===== config.mk =====
export PLATFORM = sky130hd
export DESIGN_NAME = hazard_scoreboard
export DESIGN_NICKNAME = d
export VERILOG_FILES = /design/src/rtl/hazard_scoreboard_pkg.sv /design/src/rtl/hazard_scoreboard_sb_counter.sv /design/src/rtl/hazard_scoreboard.sv
export SDC_FILE = /design/constraint.sdc
export NUM_CORES = 1
export LEC_CHECK = 0
export CAP_MARGIN = 20
export CORE_UTILIZATION = 60
export CTS_CLUSTER_DIAMETER = 60
export DETAILED_ROUTE_END_ITERATION = 8
export GPL_TIMING_DRIVEN = 0
export PLACE_DENSITY = 0.91
export SLEW_MARGIN = 20
export SYNTH_ARGS = -nofsm -noshare
export SYNTH_HDL_FRONTEND = slang
export SYNTH_SLANG_ARGS = --single-unit

===== constraint.sdc =====
create_clock -name clk -period 7.6 [get_ports clk]
set_input_delay 1.9 -clock clk [delete_from_list [all_inputs] [get_ports clk]]
set_output_delay 1.9 -clock clk [all_outputs]
set_load 0.02 [all_outputs]

===== src/rtl/hazard_scoreboard_pkg.sv =====
// Shared pipeline definitions for the register/flag hazard scoreboard:
// default sizing and the drain FSM state encoding.
package hazard_scoreboard_pkg;

    localparam int REG_NUM_BITS = 4;
    localparam int MAX_INFLIGHT = 3;

    typedef enum logic [1:0] {
        ST_RUN   = 2'd0,
        ST_DRAIN = 2'd1,
        ST_DONE  = 2'd2
    } sb_state_e;

endpackage


===== src/rtl/hazard_scoreboard_sb_counter.sv =====
// Saturating up/down pending-write counter; a retire at zero holds the count
// and raises a one-cycle underflow indication.
module sb_counter #(
    parameter int MAX_INFLIGHT = 3,
    parameter int CNT_W        = $clog2(MAX_INFLIGHT + 1)
) (
    input  logic             clk,
    input  logic             rst,
    input  logic             inc,
    input  logic             dec,
    output logic [CNT_W-1:0] count,
    output logic [CNT_W-1:0] count_next,
    output logic             underflow
);

    localparam logic [CNT_W-1:0] CNT_FULL = CNT_W'(MAX_INFLIGHT);

    // NOTE: every output of this always_comb gets a default first, so no path leaves it unassigned and no latch is inferred.
    always_comb begin
        count_next = count;
        underflow  = 1'b0;
        if (inc && !dec) begin
            if (count != CNT_FULL) count_next = count + 1'b1;
        end else if (dec && !inc) begin
            if (count == '0) underflow  = 1'b1;
            else             count_next = count - 1'b1;
        end
    end

    // NOTE: sequential state uses non-blocking assignments so all flops update together at the edge.
    always_ff @(posedge clk) begin
        if (rst) count <= '0;
        else     count <= count_next;
    end

endmodule


===== src/rtl/hazard_scoreboard.sv =====
// Issue-stage hazard scoreboard: per-register and flag pending-write counters,
// stall generation, sticky underflow error and a pipeline drain handshake.
module hazard_scoreboard #(
    parameter int REG_NUM_BITS = hazard_scoreboard_pkg::REG_NUM_BITS,
    parameter int MAX_INFLIGHT = hazard_scoreboard_pkg::MAX_INFLIGHT
) (
    input  logic                    clk,
    input  logic                    rst,
    input  logic [REG_NUM_BITS-1:0] src1,
    input  logic                    src1_valid,
    input  logic [REG_NUM_BITS-1:0] src2,
    input  logic                    two_src,
    input  logic                    uses_flags,
    input  logic                    issue_valid,
    input  logic                    issue_wb_en,
    input  logic                    issue_s,
    input  logic [REG_NUM_BITS-1:0] issue_dest,
    input  logic                    write_back_en,
    input  logic [REG_NUM_BITS-1:0] dest_wb,
    input  logic                    flags_wr,
    input  logic                    drain_req,
    output logic                    hazard,
    output logic                    busy,
    output logic                    drain_done,
    output logic                    err
);

    import hazard_scoreboard_pkg::*;

    localparam int NUM_REGS = 1 << REG_NUM_BITS;
    localparam int CNT_W    = $clog2(MAX_INFLIGHT + 1);
    localparam logic [CNT_W-1:0] CNT_FULL = CNT_W'(MAX_INFLIGHT);

    logic [NUM_REGS-1:0] reg_inc, reg_dec, reg_uf;
    logic [CNT_W-1:0]    reg_cnt      [NUM_REGS];
    logic [CNT_W-1:0]    reg_cnt_next [NUM_REGS];
    logic [CNT_W-1:0]    flag_cnt, flag_cnt_next;
    logic                flag_uf;
    logic                issue, all_empty_next;
    sb_state_e           state_q, state_d;
    logic                pulse_sent_q, pulse_sent_d;

    assign issue   = issue_valid && !hazard;
    assign reg_inc = (issue && issue_wb_en) ? (NUM_REGS'(1) << issue_dest) : '0;
    assign reg_dec = write_back_en ? (NUM_REGS'(1) << dest_wb) : '0;

    for (genvar i = 0; i < NUM_REGS; i++) begin : g_reg
        sb_counter #(.MAX_INFLIGHT(MAX_INFLIGHT), .CNT_W(CNT_W)) u_cnt (
            .clk        (clk),
            .rst        (rst),
            .inc        (reg_inc[i]),
            .dec        (reg_dec[i]),
            .count      (reg_cnt[i]),
            .count_next (reg_cnt_next[i]),
            .underflow  (reg_uf[i])
        );
    end

    sb_counter #(.MAX_INFLIGHT(MAX_INFLIGHT), .CNT_W(CNT_W)) u_flag_cnt (
        .clk        (clk),
        .rst        (rst),
        .inc        (issue && issue_s),
        .dec        (flags_wr),
        .count      (flag_cnt),
        .count_next (flag_cnt_next),
        .underflow  (flag_uf)
    );

    // Hazards look only at registered counts: a same-cycle retire never releases a stall.
    always_comb begin
        hazard = (state_q != ST_RUN);
        if (src1_valid  && reg_cnt[src1] != '0)             hazard = 1'b1;
        if (two_src     && reg_cnt[src2] != '0)             hazard = 1'b1;
        if (uses_flags  && flag_cnt != '0)                  hazard = 1'b1;
        if (issue_wb_en && reg_cnt[issue_dest] == CNT_FULL) hazard = 1'b1;
        if (issue_s     && flag_cnt == CNT_FULL)            hazard = 1'b1;
        hazard = hazard && issue_valid;
    end

    always_comb begin
        busy           = (flag_cnt != '0);
        all_empty_next = (flag_cnt_next == '0);
        for (int i = 0; i < NUM_REGS; i++) begin
            busy           = busy || (reg_cnt[i] != '0);
            all_empty_next = all_empty_next && (reg_cnt_next[i] == '0);
        end
    end

    // pulse_sent keeps a held drain_req from producing a second drain_done.
    always_comb begin
        state_d = state_q;
        case (state_q)
            ST_RUN:   if (drain_req) state_d = ST_DRAIN;
            ST_DRAIN: begin
                if (all_empty_next && !pulse_sent_q) state_d = ST_DONE;
                else if (!drain_req)                 state_d = ST_RUN;
            end
            ST_DONE:  state_d = drain_req ? ST_DRAIN : ST_RUN;
            default:  state_d = ST_RUN;
        endcase
        pulse_sent_d = pulse_sent_q;
        if (state_d == ST_RUN)       pulse_sent_d = 1'b0;
        else if (state_d == ST_DONE) pulse_sent_d = 1'b1;
    end

    always_ff @(posedge clk) begin
        if (rst) begin
            state_q      <= ST_RUN;
            pulse_sent_q <= 1'b0;
            err          <= 1'b0;
        end else begin
            state_q      <= state_d;
            pulse_sent_q <= pulse_sent_d;
            if (|reg_uf || flag_uf) err <= 1'b1;
        end
    end

    assign drain_done = (state_q == ST_DONE);

endmodule


==> results.sh, run 1 <==
export IMPL_vias=4277
export IMPL_worstSetupPathType="primary input to output pin"
export IMPL_required_ns=5.70
export IMPL_detail_route_wirelength_met1_mm=5.06
export IMPL_dp_final_hpwl_mm=10.1
export IMPL_cp_start_kind="primary input"
export IMPL_finalHoldViolations=0
export IMPL_p_leak_nw=1.34
export IMPL_place_worst_setup_slack_ns=0.642
export IMPL_largest_voltage_drop_on_the_vdd_net_v=0.000108
export IMPL_detail_route_iter0_violations=685
export IMPL_numClockSinks=38
export IMPL_port_buffers=24
export IMPL_route_antenna_remaining_nets=0
export IMPL_p_switching_w=0.000147
export IMPL_pin_slew_with_the_least_headroom_to_its_limit_ns=1.05
export IMPL_post_route_period_util_pct=93.2
export IMPL_grt_pass1_wl_mm=20.0
export IMPL_number_of_buffers_inserted_during_clock_tree_synthesis=5
export IMPL_initial_core_util_pct=62.5
export IMPL_detail_route_first_pass_iterations=6
export IMPL_root_buffer_selected_by_cts="sky130_fd_sc_hd__clkbuf_8"
export IMPL_power_frac_clock_pct=30.3
export IMPL_wl_met3_mm=1.73
export IMPL_die_width_um=77.7
export IMPL_yosysUniqueCellTypes=71
export IMPL_syn_cell_area_mm2=0.00344
export IMPL_ys_dominant_reg_cell="sky130_fd_sc_hd__dfxtp_1"
export IMPL_gpl_final_weighted_congestion=1.05
export IMPL_ys_warnings_count=0
export IMPL_topRoutingLayerUsed="met4"
export IMPL_finalSetupViolations=0
export IMPL_max_capacitance_violation_count=0
export IMPL_clock_tree_htree_level_count=2
export IMPL_drive_gt1_share_pct=7.77
export IMPL_placeableCoreArea_mm2=0.00551
export IMPL_placed_cell_area_mm2=0.00377
export IMPL_layout_core_utilization_pct=69.9
export IMPL_rsz0062_at_grt="no"
export IMPL_chip_height_um=77.7
export IMPL_die_area_mm2=0.00604
export IMPL_routed_wire_length_per_instance_um=22.5
export IMPL_fin_tns_setup_ns=0
export IMPL_internal_power_w=0.000302
export IMPL_synth_cells=484
export IMPL_post_route_min_period_ns=7.08
export IMPL_total_wirelength_of_the_detailed_routed_design_mm=13.2
export IMPL_critical_path_max_stage_delay_ns=0.97
export IMPL_gr_total_overflow=0
export IMPL_async_reset_ff_share_pct=0
export IMPL_post_synth_edffs=0
export IMPL_max_slew_margin_pct=29.8
export IMPL_cts_path_max_buffers=2
export IMPL_crit_chain="clkdlybuf4s50_1 -> buf_2 -> o21ai_1 -> a2111oi_1 -> or3_1 -> nand3_1 -> and2_1 -> clkdlybuf4s50_1"
export IMPL_worstSetupEndpointType="output pin"
export IMPL_antenna_cells=0
export IMPL_power_switching_share_pct=32.7
export IMPL_fmax_mhz=141
export IMPL_synthToLayoutAreaGrowth_pct=11.8
export IMPL_worst_path_max_fanout=10
export IMPL_grtUsageTotal_pct=43.8
export IMPL_cts_post_setup_buffers_inserted=0
export IMPL_fin_nets=542
export IMPL_crit_slowest_cell="sky130_fd_sc_hd__a2111oi_1"
export IMPL_run_status="completed"
export IMPL_grt_antenna_before_repair=0
export IMPL_synth_fp_nets=511
export IMPL_layout_commonest_cell="sky130_fd_sc_hd__nor2_1"
export IMPL_hold_buffers=0
export IMPL_syn_area_per_cell_um2=7.11
export IMPL_vias_in_the_first_global_route=3766
export IMPL_clock_tree_from_tritoncts="done"
export IMPL_cp_arrival_ns=5.18
export IMPL_clkLatencyLatePin_ns=0.29
export IMPL_hold_path_class="register to register"
export IMPL_via_per_inst=7.29
export IMPL_share_of_total_power_in_sequential_cells_pct=45.5
export IMPL_final_cell_mix="65 x sky130_fd_sc_hd__nor2_1, 51 x sky130_fd_sc_hd__nand2_1, 38 x sky130_fd_sc_hd__dfxtp_1, 28 x sky130_fd_sc_hd__o21ai_0, 28 x sky130_fd_sc_hd__a21oi_1"
export IMPL_ys_seq_elements=38
export IMPL_floorplan_io_pins=31
export IMPL_met2_wirelength_mm=5.65
export IMPL_comb_power_share_pct=24.2
export IMPL_finalMaxSlewViolations=0
export IMPL_ys_seq_area_share_pct=22.1
export IMPL_largest_net_degree_at_the_start_of_global_routing=11
export IMPL_fin_clk_skew_ns=0.0105
export IMPL_timing_final_ws_setup_ns=0.518
export IMPL_drc_viols=0
export IMPL_clock_slew_at_reported_path_ffs_ns=0.07
export IMPL_cts_resized=0
export IMPL_power_per_cell_area_mw_per_mm2=117
export IMPL_post_route_cell_area_mm2=0.00385
export IMPL_critical_path_top_cell_by_count="sky130_fd_sc_hd__clkdlybuf4s50_1"
export IMPL_fp_row_count=27
==> logic make-up after synthesis <==
family	synth area share (%)
and+or+nand+nor	41.2
AOI/OAI and AO/OA	27.6
DFF	22.1
buffers and inverters	4.36
muxes	4.76
==> synthesized netlist by cell type (all sizes together) (6+ instances only) <==
cell type | instances | area share, %
a2111oi | 9 | 2.9
a211oi | 10 | 2.2
a21o | 9 | 2.0
a21oi | 28 | 4.1
a31oi | 10 | 1.8
and3 | 11 | 2.0
buf | 15 | 2.2
clkbuf | 8 | 0.87
dfxtp | 38 | 22
inv | 12 | 1.3
nand2 | 51 | 5.6
nand2b | 7 | 1.3
nand3 | 20 | 2.9
nand3b | 8 | 1.7
nand4 | 9 | 1.6
nor2 | 65 | 7.1
nor2b | 9 | 1.6
nor3 | 24 | 4.3
nor3b | 7 | 1.5
nor4 | 19 | 4.9
o211ai | 6 | 1.3
o21ai | 30 | 4.4
or2 | 11 | 2.0
or3 | 7 | 1.3
==> metrics by stage <==
| step | hold WS [ns] | instances | total power [W] |
|---|---|---|---|
| finish | 0.476 | 587 | 0.000449 |
| CTS | 0.468 | 587 | 0.000443 |
| global placement | 0.458 | 580 | 0.000310 |
| global route | 0.516 | 587 | 0.000463 |
| floorplan | 0.432 | 484 | 0.000270 |
| detailed placement | 0.460 | 580 | 0.000312 |
==> routing by layer <==
layer | GRT usage, % | up-vias
met3 | 10.4 | 70
met2 | 66.5 | 346
met1 | 56.9 | 1957
met4 | 23.6 | 0
li1 | - | 1904
met5 | 0 | -
==> registers in the layout, indices dropped and copies added, names as in the netlist <==
signal	flops
u_flag_cnt.count	2
g.u_cnt.count	32
err	1
pulse_sent_q	1
state_q	2
==> worst max-delay path, delay by kind of cell <==
family                 cells  cell delay [ns]
buffers and inverters      3             1.32
AOI/OAI and AO/OA          2             1.11
and+or+nand+nor            3             0.83
==> path summary, 6_finish.rpt <==
check | start | endpoint | slack (ns) | cells after the start
max | src1[2] | hazard | 0.52 | 8
min reg2reg | pulse_sent_q$_SDFFE_PP0N_ | pulse_sent_q$_SDFFE_PP0N_ | 0.48 | 2
max reg2reg | g_reg[8].u_cnt.count[0]$_SDFF_PP0_ | state_q[0]$_SDFF_PP0_ | 3.35 | 13
min | pulse_sent_q$_SDFFE_PP0N_ | pulse_sent_q$_SDFFE_PP0N_ | 0.48 | 2
==> area by class of cell <==
class                           instances  area [um^2]
Buffer                                 23          105
Clock buffer                            7         76.3
Fill cell                             490         1660
Inverter                               12         45.0
Multi-Input combinational cell        411         2530
Sequential cell                        38          761
Tap cell                               72         90.1
Timing Repair Buffer                   24          240
==> power groups by stage <==
stage	registers, W	logic [W]	clock network [W]
2_1_floorplan	0.000209	0.0000610	0
3_3_place_gp	0.000209	0.000102	0
3_5_place_dp	0.000209	0.000103	0
4_1_cts	0.000204	0.000104	0.000135
5_1_grt	0.000205	0.000113	0.000146
6_report	0.000204	0.000108	0.000136
(Power assumes the default switching activity.)
==> inputs of run 2 (changes only) <==
PLACE_DENSITY = 0.86   (was 0.91)
==> results.sh, run 2 (same netlist as run 1, synthesis figures left out) <==
export IMPL_vias_in_the_first_global_route=3735
export IMPL_fp_row_count=27
export IMPL_dp_final_hpwl_mm=9.98
export IMPL_worst_path_max_fanout=10
export IMPL_cts_path_max_buffers=2
export IMPL_final_cell_mix="65 x sky130_fd_sc_hd__nor2_1, 51 x sky130_fd_sc_hd__nand2_1, 38 x sky130_fd_sc_hd__dfxtp_1, 28 x sky130_fd_sc_hd__o21ai_0, 28 x sky130_fd_sc_hd__a21oi_1"
export IMPL_rsz0062_at_grt="no"
export IMPL_synthToLayoutAreaGrowth_pct=12.3
export IMPL_r2r_start="g_reg[8].u_cnt.count[0]$_SDFF_PP0_"
export IMPL_worstSetupEndpointType="output pin"
export IMPL_post_route_period_util_pct=93.0
export IMPL_max_slew_margin_pct=23.9
export IMPL_route_antenna_remaining_nets=0
export IMPL_die_width_um=77.7
export IMPL_reg_top3="g.u_cnt.count (32), state_q (2), u_flag_cnt.count (2)"
export IMPL_fmax_mhz=141
export IMPL_chip_height_um=77.7
export IMPL_gpl_final_weighted_congestion=1.08
export IMPL_fin_tns_setup_ns=0
export IMPL_finalHoldViolations=0
export IMPL_cp_arrival_ns=5.17
export IMPL_numClockSinks=38
export IMPL_clock_tree_from_tritoncts="done"
export IMPL_floorplan_io_pins=31
export IMPL_post_route_min_period_ns=7.07
export IMPL_fin_nets=542
export IMPL_cp_start_kind="primary input"
export IMPL_pin_slew_with_the_least_headroom_to_its_limit_ns=1.14
export IMPL_placeableCoreArea_mm2=0.00551
export IMPL_run_status="completed"
export IMPL_regToRegSetupSlack_ns=3.40
export IMPL_routed_wire_length_per_instance_um=22.1
export IMPL_grt_pass1_wl_mm=19.6
export IMPL_crit_reg2reg_capture="state_q[0]$_SDFF_PP0_"
export IMPL_grtUsageTotal_pct=43.4
export IMPL_largest_voltage_drop_on_the_vdd_net_v=0.0000816
export IMPL_total_wirelength_of_the_detailed_routed_design_mm=13.0
export IMPL_reg2regPathDepth=13
export IMPL_p_leak_nw=1.35
export IMPL_die_area_mm2=0.00604
export IMPL_initial_core_util_pct=62.5
export IMPL_layout_commonest_cell="sky130_fd_sc_hd__nor2_1"
export IMPL_fin_cells=588
export IMPL_cts_post_setup_buffers_inserted=0
export IMPL_gr_total_overflow=0
export IMPL_worstSetupPathType="primary input to output pin"
export IMPL_via_per_inst=7.19
export IMPL_drc_viols=0
export IMPL_timing_final_ws_setup_ns=0.532
export IMPL_clkLatencyLatePin_ns=0.30
export IMPL_clock_tree_htree_level_count=2
export IMPL_detail_route_iter0_violations=690
export IMPL_root_buffer_selected_by_cts="sky130_fd_sc_hd__clkbuf_8"
export IMPL_fillCellCount=475
export IMPL_drive_gt1_share_pct=8.14
export IMPL_regMostFlops="g.u_cnt.count"
export IMPL_placed_cells_incl_taps=580
export IMPL_required_ns=5.70
export IMPL_number_of_flip_flops_in_the_largest_register=32
export IMPL_number_of_buffers_inserted_during_clock_tree_synthesis=5
export IMPL_cts_resized=0
export IMPL_finalSetupViolations=0
export IMPL_hold_path_end="pulse_sent_q$_SDFFE_PP0N_"
export IMPL_place_worst_setup_slack_ns=0.685
export IMPL_worstHoldStart="pulse_sent_q$_SDFFE_PP0N_"
export IMPL_port_buffers=24
export IMPL_antenna_cells=0
export IMPL_largest_net_degree_at_the_start_of_global_routing=12
export IMPL_clock_slew_at_reported_path_ffs_ns=0.08
export IMPL_fin_clk_skew_ns=0.00449
export IMPL_holdPathStages=2
export IMPL_detail_route_first_pass_iterations=7
export IMPL_vias=4225
export IMPL_finalMaxSlewViolations=0
export IMPL_hold_path_class="register to register"
export IMPL_hold_buffers=0
export IMPL_grt_antenna_before_repair=0
export IMPL_max_capacitance_violation_count=0
export IMPL_power_per_cell_area_mw_per_mm2=120
run 2: changes by cell type in the layout (fill, tap and decap cells not counted), sizes merged:
cell and change:
clkinv +1
run 2: where the power goes:
| group | total [W] | internal (W) | leakage [nW] | switching, W |
|---|---|---|---|---|
| Combinational | 0.000107 | 0.0000375 | 0.998 | 0.0000695 |
| Sequential | 0.000205 | 0.000201 | 0.307 | 0.00000307 |
| Clock | 0.000152 | 0.0000734 | 0.0482 | 0.0000783 |
run 2: cell type report:
cell class / count / area [um^2] / share of cell area [%]
Multi-Input combinational cell: 411 / 2530 / 65.5
Sequential cell: 38 / 761 / 19.7
Timing Repair Buffer: 24 / 240 / 6.22
Buffer: 23 / 105 / 2.72
Tap cell: 72 / 90.1 / 2.33
Clock buffer: 7 / 86.3 / 2.24
Inverter: 12 / 45.0 / 1.17
Clock inverter: 1 / 5.00 / 0.130
run 2: worst max-delay path, stage by stage:
cell and delay, ns:
sky130_fd_sc_hd__clkdlybuf4s50_1 0.54, sky130_fd_sc_hd__buf_2 0.24, sky130_fd_sc_hd__o21ai_1 0.13, sky130_fd_sc_hd__a2111oi_1 1.03, sky130_fd_sc_hd__or3_1 0.27, sky130_fd_sc_hd__nand3_1 0.26, sky130_fd_sc_hd__and2_1 0.26, sky130_fd_sc_hd__clkdlybuf4s50_1 0.52
run 2: worst max path at each step:
stage	from	endpoint	slack, ns	depth (start not counted)
2_1_floorplan	src2[2]	hazard	2.05	7
4_1_cts	src1[2]	hazard	0.69	8
3_5_place_dp	src1[2]	hazard	0.68	8
6_report	src1[2]	hazard	0.53	8
3_3_place_gp	src1[2]	hazard	0.74	8
5_1_grt	src1[2]	hazard	0.49	9
run 2: routing by layer:
layer / GRT usage (%) / up-vias / routed length [um]
met4: 21.9 / 0 / 730
met2: 67.3 / 316 / 5740
met3: 9.41 / 69 / 1530
met1: 56.4 / 1937 / 4990
met5: 0 / - / 0
li1: - / 1903 / -
run 2: through the flow:
stage | cell area, um^2 | utilization, % | hold slack, ns | total power [W]
2_1_floorplan | 3440 | - | 0.432 | 0.000270
3_3_place_gp | 3770 | 68.5 | 0.463 | 0.000311
3_5_place_dp | 3770 | 68.5 | 0.474 | 0.000312
4_1_cts | 3860 | 70.1 | 0.483 | 0.000458
5_1_grt | 3860 | 70.1 | 0.504 | 0.000478
6_report | 3860 | 70.1 | 0.486 | 0.000463
